File: config.mk
export PLATFORM = sky130hd
export DESIGN_NAME = pwm_shadow_ramp
export DESIGN_NICKNAME = d
export VERILOG_FILES = /design/src/rtl/pwm_pkg.sv /design/src/rtl/pwm_phase_tracker.sv /design/src/rtl/pwm_shadow_ramp.sv
export SDC_FILE = /design/constraint.sdc
export NUM_CORES = 1
export LEC_CHECK = 0
export BUFFER_PORTS_ARGS = -buffer_cell sky130_fd_sc_hd__buf_2
export CORE_MARGIN = 5
export CORE_UTILIZATION = 65
export CTS_BUF_LIST = sky130_fd_sc_hd__clkbuf_4
export DETAILED_ROUTE_END_ITERATION = 10
export PLACE_DENSITY = 0.95
export SLEW_MARGIN = 20
export SYNTH_ARGS = -nofsm -noshare
export SYNTH_HDL_FRONTEND = slang
export SYNTH_SLANG_ARGS = --single-unit
File: constraint.sdc
create_clock -name clk_div -period 7.25 [get_ports clk_div]
set_input_delay 0.3625 -clock clk_div [delete_from_list [all_inputs] [get_ports clk_div]]
set_output_delay 0.3625 -clock clk_div [all_outputs]
set_load 0.05 [all_outputs]
File: src/rtl/pwm_pkg.sv
// Shared PWM definitions: datapath width, ramp FSM states and the period-end helper.
package pwm_pkg;

    localparam int unsigned PWM_W = 16;

    typedef enum logic [0:0] {
        IDLE,
        RAMP
    } state_e;

    // Last phase value of a period; a zero period collapses to a one-cycle period.
    function automatic int unsigned pm1_of(input int unsigned period);
        return (period == 32'd0) ? 32'd0 : period - 32'd1;
    endfunction

endpackage

File: src/rtl/pwm_phase_tracker.sv
// Phase counter that mirrors the PWM core counter and flags the last cycle of each period.
module pwm_phase_tracker
    import pwm_pkg::*;
#(
    parameter int unsigned WIDTH = PWM_W
) (
    input  logic             clk_div,
    input  logic             reset,
    input  logic             enable,
    input  logic [WIDTH-1:0] period,
    output logic             boundary
);

    logic [WIDTH-1:0] pm1;
    logic [WIDTH-1:0] ph_q, ph_d;
    logic             wrap;

    // Wrap when the phase reaches the last cycle; also catches a phase left
    // above a freshly shrunk period.
    always_comb begin
        pm1      = WIDTH'(pm1_of(32'(period)));
        wrap     = (ph_q >= pm1);
        boundary = enable && wrap;
        ph_d     = ph_q;
        if (enable) begin
            ph_d = wrap ? '0 : ph_q + WIDTH'(1);
        end
    end

    // Phase register.
    always_ff @(posedge clk_div or posedge reset) begin
        if (reset) begin
            ph_q <= '0;
        end else begin
            ph_q <= ph_d;
        end
    end

endmodule

File: src/rtl/pwm_shadow_ramp.sv
// Shadow-register front end for the PWM core: requests apply only at period
// boundaries, with an optional per-period duty slew toward the requested target.
module pwm_shadow_ramp
    import pwm_pkg::*;
#(
    parameter int unsigned WIDTH = PWM_W
) (
    input  logic             clk_div,
    input  logic             reset,
    input  logic             enable,
    input  logic             load,
    input  logic [WIDTH-1:0] period_req,
    input  logic [WIDTH-1:0] duty_req,
    input  logic [WIDTH-1:0] step,
    output logic [WIDTH-1:0] period_o,
    output logic [WIDTH-1:0] duty_o,
    output logic             boundary,
    output logic             busy,
    output logic             done
);

    logic [WIDTH-1:0] sh_period_q, sh_period_d;
    logic [WIDTH-1:0] sh_duty_q, sh_duty_d;
    logic             pend_q, pend_d;
    logic [WIDTH-1:0] period_q, period_d;
    logic [WIDTH-1:0] duty_q, duty_d;
    logic [WIDTH-1:0] target_q, target_d;
    state_e           state_q, state_d;
    logic             done_q, done_d;

    logic             apply;
    logic             rising;
    logic [WIDTH:0]   diff;

    pwm_phase_tracker #(
        .WIDTH (WIDTH)
    ) u_tracker (
        .clk_div  (clk_div),
        .reset    (reset),
        .enable   (enable),
        .period   (period_q),
        .boundary (boundary)
    );

    assign apply = boundary && pend_q;

    // Distance to target at WIDTH+1 bits so neither direction can wrap.
    always_comb begin
        rising = (target_q >= duty_q);
        diff   = rising ? ({1'b0, target_q} - {1'b0, duty_q})
                        : ({1'b0, duty_q} - {1'b0, target_q});
    end

    // Shadow capture, boundary apply and ramp sequencing.
    always_comb begin
        sh_period_d = sh_period_q;
        sh_duty_d   = sh_duty_q;
        pend_d      = pend_q;
        period_d    = period_q;
        duty_d      = duty_q;
        target_d    = target_q;
        state_d     = state_q;
        done_d      = 1'b0;

        if (load) begin
            sh_period_d = period_req;
            sh_duty_d   = (duty_req > period_req) ? period_req : duty_req;
            pend_d      = 1'b1;
        end

        if (apply) begin
            // Apply uses the held shadow; a coincident load stays pending.
            period_d = sh_period_q;
            target_d = sh_duty_q;
            if (!load) begin
                pend_d = 1'b0;
            end
            if ((step == '0) || (sh_duty_q == duty_q)) begin
                duty_d  = sh_duty_q;
                done_d  = 1'b1;
                state_d = IDLE;
            end else begin
                state_d = RAMP;
            end
        end else if (boundary && (state_q == RAMP)) begin
            if (diff <= {1'b0, step}) begin
                duty_d  = target_q;
                done_d  = 1'b1;
                state_d = IDLE;
            end else if (rising) begin
                duty_d = duty_q + step;
            end else begin
                duty_d = duty_q - step;
            end
        end
    end

    // State registers.
    always_ff @(posedge clk_div or posedge reset) begin
        if (reset) begin
            sh_period_q <= '0;
            sh_duty_q   <= '0;
            pend_q      <= 1'b0;
            period_q    <= '0;
            duty_q      <= '0;
            target_q    <= '0;
            state_q     <= IDLE;
            done_q      <= 1'b0;
        end else begin
            sh_period_q <= sh_period_d;
            sh_duty_q   <= sh_duty_d;
            pend_q      <= pend_d;
            period_q    <= period_d;
            duty_q      <= duty_d;
            target_q    <= target_d;
            state_q     <= state_d;
            done_q      <= done_d;
        end
    end

    assign period_o = period_q;
    assign duty_o   = duty_q;
    assign busy     = pend_q || (state_q == RAMP);
    assign done     = done_q;

endmodule
==> results of run 1 <==
-- final cells by class --
class,instances,area (sq um),share of cell area
flip-flops and latches,99,2477,0.2677
clock inverters,7,80.08,0.008652
multi-input cells,793,5533,0.5978
repair buffers,94,493.0,0.05326
clock buffers,9,67.56,0.007300
diodes,1,2.502,0.0002704
inverters,101,381.6,0.04123
well taps,176,220.2,0.02379
-- state kept, by name, indices dropped and copies added, names as in the netlist --
name,flops
state_q,1
sh_duty_q,16
pend_q,1
period_o,16
sh_period_q,16
u_tracker.ph_q,16
duty_o,16
done,1
target_q,16
-- layer usage --
layer	track usage	routed length, microns	up-vias
met4	0.1399	994	0
li1	-	-	3787
met5	0	0	-
met1	0.3883	9472	3813
met2	0.4933	11040	466
met3	0.05274	2443	84
-- cell usage after synthesis (all sizes together), types with 3 or more instances --
master and number:
o31ai 7, mux2i 20, mux2 5, buf 10
nand2b 7, a2111oi 5, inv 101, fa 3
o21ai 102, nand4 18, and2 3, or2 5
clkbuf 34, o21bai 3, o21a 12, nand3 13
nor3 17, xor2 44, a211oi 8, and4 4
or3 17, a22oi 4, o211ai 8, a21oi 49
nor4 11, ha 98, nor2b 8, or4 5
o221ai 10, a31oi 22, a211o 4, a21o 32
xnor2 35, dfrtp 99, and3 4, nand2 111
nor2 68
-- worst max-delay path, cell delays in order (launching register included) --
cell	delay, ns
dfrtp_1	0.48
inv_1	0.10
ha_1	0.42
a211oi_1	0.31
o221ai_1	0.21
o211ai_2	0.34
o21ai_1	0.17
a21oi_4	0.61
mux2_2	0.43
a2111o_1	0.38
o221ai_1	0.16
a311oi_1	0.08
ha_1	0.30
nor2b_1	0.13
o21ai_0	0.17
o211ai_1	0.14
o21ai_0	0.28
o211ai_2	0.42
buf_4	0.34
mux2i_1	0.16
o221ai_1	0.12
-- worst paths after layout --
check | cells after the start | to | from
max in group asynchronous | 4 | duty_o[13] | reset
worst min-delay path | 3 | sh_period_q[15] | period_req[15]
min in group asynchronous | 3 | target_q[3] | reset
worst max register to register | 20 | duty_o[6] | duty_o[2]
worst max-delay path | 20 | duty_o[6] | duty_o[2]
worst min register to register | 2 | period_o[0] | sh_period_q[0]
-- power breakdown --
part	switching [uW]	internal, uW	leakage [uW]
logic	1870	1150	0.00331
clock network	219	84.5	0.0000765
registers	197	694	0.00123
-- what timing repair did --
item                                   4_1_cts  5_1_grt
hold buffers                                 1        0
setup endpoints to repair                    0        0
gates resized for setup                      0        0
endpoints found under the hold margin       20        0
-- through the flow --
stage	setup WS, ns	util	instances
floorplan	2.151	-	1037
global placement	1.785	0.6951	1262
detailed placement	1.484	0.6951	1262
CTS	1.433	0.7071	1279
global route	1.027	0.7073	1280
finish	1.328	0.7073	1280
-- cell families after synthesis --
logic type,Yosys count,synth area share
compound gates,293,0.2212
mux,25,0.02998
fa+ha+maj,101,0.1504
xor+xnor,79,0.08088
flops,99,0.2896
simple gates,295,0.1616
buf+inv,145,0.06640
==> results.json, run 1 <==
{
  "syn_inst": 1037,
  "grt_pass1_vias": 7787,
  "finalPower_uw": 4218,
  "setup_viol": 0,
  "root_buffer": "clkbuf_4",
  "p_leak_uw": 0.004619,
  "worstPathMaxFanout": 25,
  "async_flop_share": 1.000,
  "fmaxAchievable_mhz": 168.9,
  "grt.total_usage": 0.3013,
  "pin_count": 87,
  "gp_congestion": 0.9881,
  "syn_area_sq_um": 8554,
  "yosys.area.top_type_share": 0.2896,
  "dr.first_iter.drc_count": 896,
  "vias": 8150,
  "synth.area.top_cells": "dfrtp_1 29%, ha_1 14%, o21ai_0 5.6%",
  "ys_types": 69,
  "tns_ns": 0,
  "rrSetupSlack_ns": 1.33,
  "endpoint_kind": "flop",
  "layout.nets": 1251,
  "io_buffers": 86,
  "antenna_found_initial": 1,
  "ys_seq_area_frac": 0.2896,
  "die_w_microns": 124.7,
  "initial_core_util": 0.6538,
  "irDropWorstVdd_mv": 0.2925,
  "mostFrequentLayoutCells": "111 x nand2_1, 99 x inv_1, 99 x dfrtp_1, 98 x ha_1, 96 x o21ai_0",
  "synth.avg_cell_area_sq_um": 8.249,
  "max-cap-violations": 0,
  "pwr_density_cell_nw_per_um2": 455.8,
  "hold_viol": 0,
  "worst_ep_arrival_time_ns": 6.24,
  "drive_above_1_share": 0.1160,
  "vias_per_cell": 6.367,
  "holdWs_ns": 0.09526,
  "start_kind": "flop",
  "cts_made_buffers": 9,
  "worstSkewPairLatency_ns": 0.49,
  "grt_pass1_wl_microns": 38500,
  "synth_nets": 1190,
  "ys.flop_type": "dfrtp_1",
  "clk_path_buf_depth": 2,
  "cp.required_ns": 7.57,
  "wl_microns": 23950,
  "finalMaxSlewViolations": 0,
  "grt_start_max_net_pins": 80,
  "core_area_sq_um": 13090,
  "status": "finished, final reports clean",
  "rows": 42,
  "cts.sinks": 99,
  "path_clk_slew_ns": 0.19,
  "synth_enable_flop_cells": 0,
  "drc": 0,
  "worstSetupPathType": "flop to flop",
  "ant_nets": 0,
  "postCtsSetupBuffers": 0,
  "area_growth_pct": 8.191,
  "tightestPinTransition_ns": 0.9589,
  "cts_tree": "yes",
  "rsz0062_at_grt": "no",
  "first_pass_iters": 8,
  "place_area_sq_um": 9095,
  "grt_overflow": 0,
  "htreeDepth": 3,
  "min_period_over_period": 0.8168,
  "synth-seq-cells": 99,
  "detailed_place_hpwl_microns": 18840,
  "yosysTopAreaCell": "dfrtp_1",
  "final_common_cell": "nand2_1",
  "n_fill_cell": 984,
  "stdcell_area_sq_um": 9255,
  "ys_warn_count": 0,
  "die_area_sq_um": 15560,
  "timing.slew.headroom": 0.3607,
  "wl_per_cell_microns": 18.71,
  "fin_crit_ns": 5.922,
  "finClkSkew_ns": 0.02721,
  "hold_class": "primary input to flop",
  "die_h_microns": 124.7
}
Note: power is estimated with default switching activity, not from simulation.
==> inputs of run 2 (changes only) <==
Settings changed: CORE_UTILIZATION 65 to 56, PLACE_DENSITY 0.95 to 0.87.
Clock period 7.25 ns to 5.25 ns, I/O delays scaled along.
==> run 2 against run 1 <==
  * Power grew 41%
  * Clock skew shrank 0.0095 ns
  * Worst hold slack lost 0.066 ns
  * Wire length shrank 2.9%
  * Utilization shrank 7.5 points
  * Via count shrank 1.5%
  * Sequential cell count is the same
  * Largest cell class unchanged
  * Largest power group unchanged
  * Highest routed layer unchanged
==> results.json, run 2 (synthesis results as in run 1) <==
{
  "layout.nets": 1284,
  "gp_congestion": 0.9531,
  "cts.sinks": 99,
  "die_area_sq_um": 17850,
  "layout_setup_ws_ns": 0.2446,
  "finalPower_uw": 5938,
  "irDropWorstVdd_mv": 0.3453,
  "holdPathEnd": "sh_period_q[11]",
  "worstSkewPairLatency_ns": 0.47,
  "dr.first_iter.drc_count": 835,
  "rows": 45,
  "vias_per_cell": 6.060,
  "finClkSkew_ns": 0.01768,
  "rrSetupSlack_ns": 0.24,
  "grt_overflow": 0,
  "cp.required_ns": 5.59,
  "pwr_density_cell_nw_per_um2": 622.2,
  "core_area_sq_um": 15090,
  "status": "finished, final reports clean",
  "grt_start_max_net_pins": 83,
  "setup_viol": 0,
  "reg2reg_depth": 22,
  "grt_pass1_wl_microns": 38170,
  "grt.total_usage": 0.2623,
  "drive_above_1_share": 0.1400,
  "n_fill_cell": 1258,
  "final_common_cell": "nand2_1",
  "cts_made_buffers": 9,
  "antenna_found_initial": 1,
  "fin_crit_ns": 5.005,
  "mostFrequentLayoutCells": "111 x nand2_1, 99 x inv_1, 98 x ha_1, 98 x dfrtp_1, 95 x o21ai_0",
  "pin_count": 87,
  "detailed_place_hpwl_microns": 18590,
  "drc": 0,
  "rsz0062_at_grt": "yes",
  "first_pass_iters": 7,
  "max-cap-violations": 0,
  "area_growth_pct": 11.57,
  "finalMaxSlewViolations": 0,
  "cts_tree": "yes",
  "fmaxAchievable_mhz": 199.8,
  "path_clk_slew_ns": 0.16,
  "worstSetupPathType": "flop to flop",
  "dpl.cell_count": 1299,
  "timing.slew.headroom": 0.3614,
  "wl_microns": 23260,
  "holdPathStages": 3,
  "wl_per_cell_microns": 17.55,
  "endpoint_kind": "flop",
  "die_w_microns": 133.6,
  "tightestPinTransition_ns": 0.9579,
  "grt_pass1_vias": 7624,
  "clk_path_buf_depth": 2,
  "hp-start": "period_req[11]",
  "initial_core_util": 0.5669,
  "die_h_microns": 133.6,
  "hold_viol": 0,
  "root_buffer": "clkbuf_4",
  "htreeDepth": 3,
  "place_ws_ns": 0.1773,
  "ant_nets": 0,
  "io_buffers": 86,
  "r2r_end": "duty_o[5]",
  "vias": 8030,
  "reg2reg_from": "target_q[0]",
  "p_leak_uw": 0.004769,
  "worst_ep_arrival_time_ns": 5.35,
  "min_period_over_period": 0.9534,
  "start_kind": "flop",
  "worstPathMaxFanout": 10,
  "hold_class": "primary input to flop",
  "final_cells": 1325
}
run 2: cell types whose count changed in the layout (fill, tap and decap cells not counted), moves of 2 or more:
cell,before,now
buf_4,7,31
dlygate4sd3_1,1,8
clkbuf_4,9,12
a2111oi_0,4,2
a2111oi_1,0,2
buf_6,0,2
o21ai_2,0,2
run 2: metal layers:
layer,vias to the layer above,GRT usage,part of all wire
li1,3858,-,-
met1,3746,0.3734,0.45
met2,380,0.4114,0.45
met3,46,0.04645,0.082
met4,0,0.07486,0.022
met5,-,0,0
run 2: power breakdown:
part | leakage, uW | internal (uW) | switching, uW
combinational | 0.00347 | 1750 | 2600
sequential | 0.00123 | 959 | 247
clock | 0.0000660 | 115 | 267
run 2: final cells by class:
type / count / area [sq um] / share of cell area
Timing Repair Buffer: 127 / 768.2 / 0.08049
Sequential cell: 99 / 2479 / 0.2597
Tap cell: 188 / 235.2 / 0.02465
Antenna cell: 1 / 2.502 / 0.0002622
Clock inverter: 5 / 43.79 / 0.004588
Inverter: 101 / 381.6 / 0.03998
Multi-Input combinational cell: 793 / 5552 / 0.5817
Clock buffer: 11 / 82.58 / 0.008652
run 2: worst max-delay path by stage:
stage	to	cells past startpoint	start	slack (ns)
floorplan	duty_o[14]	21	duty_o[8]	0.15
global placement	duty_o[14]	20	duty_o[3]	0.28
detailed placement	duty_o[14]	20	duty_o[3]	0.18
CTS	duty_o[14]	20	duty_o[3]	0.13
global route	boundary	15	period_o[5]	-0.006
finish	duty_o[5]	22	target_q[0]	0.24
run 2: stage by stage:
| stage | hold WS, ns | instance area [sq um] | utilization | setup TNS [ns] |
|---|---|---|---|---|
| floorplan | 0.3835 | 8554 | - | 0 |
| global placement | 0.2026 | 9298 | 0.6162 | 0 |
| detailed placement | 0.2068 | 9298 | 0.6162 | 0 |
| CTS | 0.0006094 | 9504 | 0.6299 | 0 |
| global route | 0.01955 | 9544 | 0.6325 | -0.005753 |
| finish | 0.02912 | 9544 | 0.6325 | 0 |
run 2: repair_timing:
item	CTS	global route
setup endpoints to repair	0	18
hold buffers	8	0
gates resized for setup	0	10
buffers inserted	0	1
hold endpoints to repair	24	0
run 2: critical path, stage by stage, from the launching register on:
cell and delay [ns]:
dfrtp_1 0.45, inv_1 0.12, ha_1 0.22, inv_1 0.09
fa_1 0.38, a21o_1 0.17, a21oi_1 0.25, o21ai_1 0.10
a41oi_1 0.31, o21ai_0 0.20, a21o_1 0.22, a21oi_1 0.15
a21oi_1 0.09, xor2_1 0.16, ha_1 0.30, a2111oi_1 0.38
buf_4 0.18, o211ai_1 0.09, o21ai_0 0.29, o211ai_2 0.24
buf_6 0.21, mux2i_1 0.17, o221ai_1 0.14
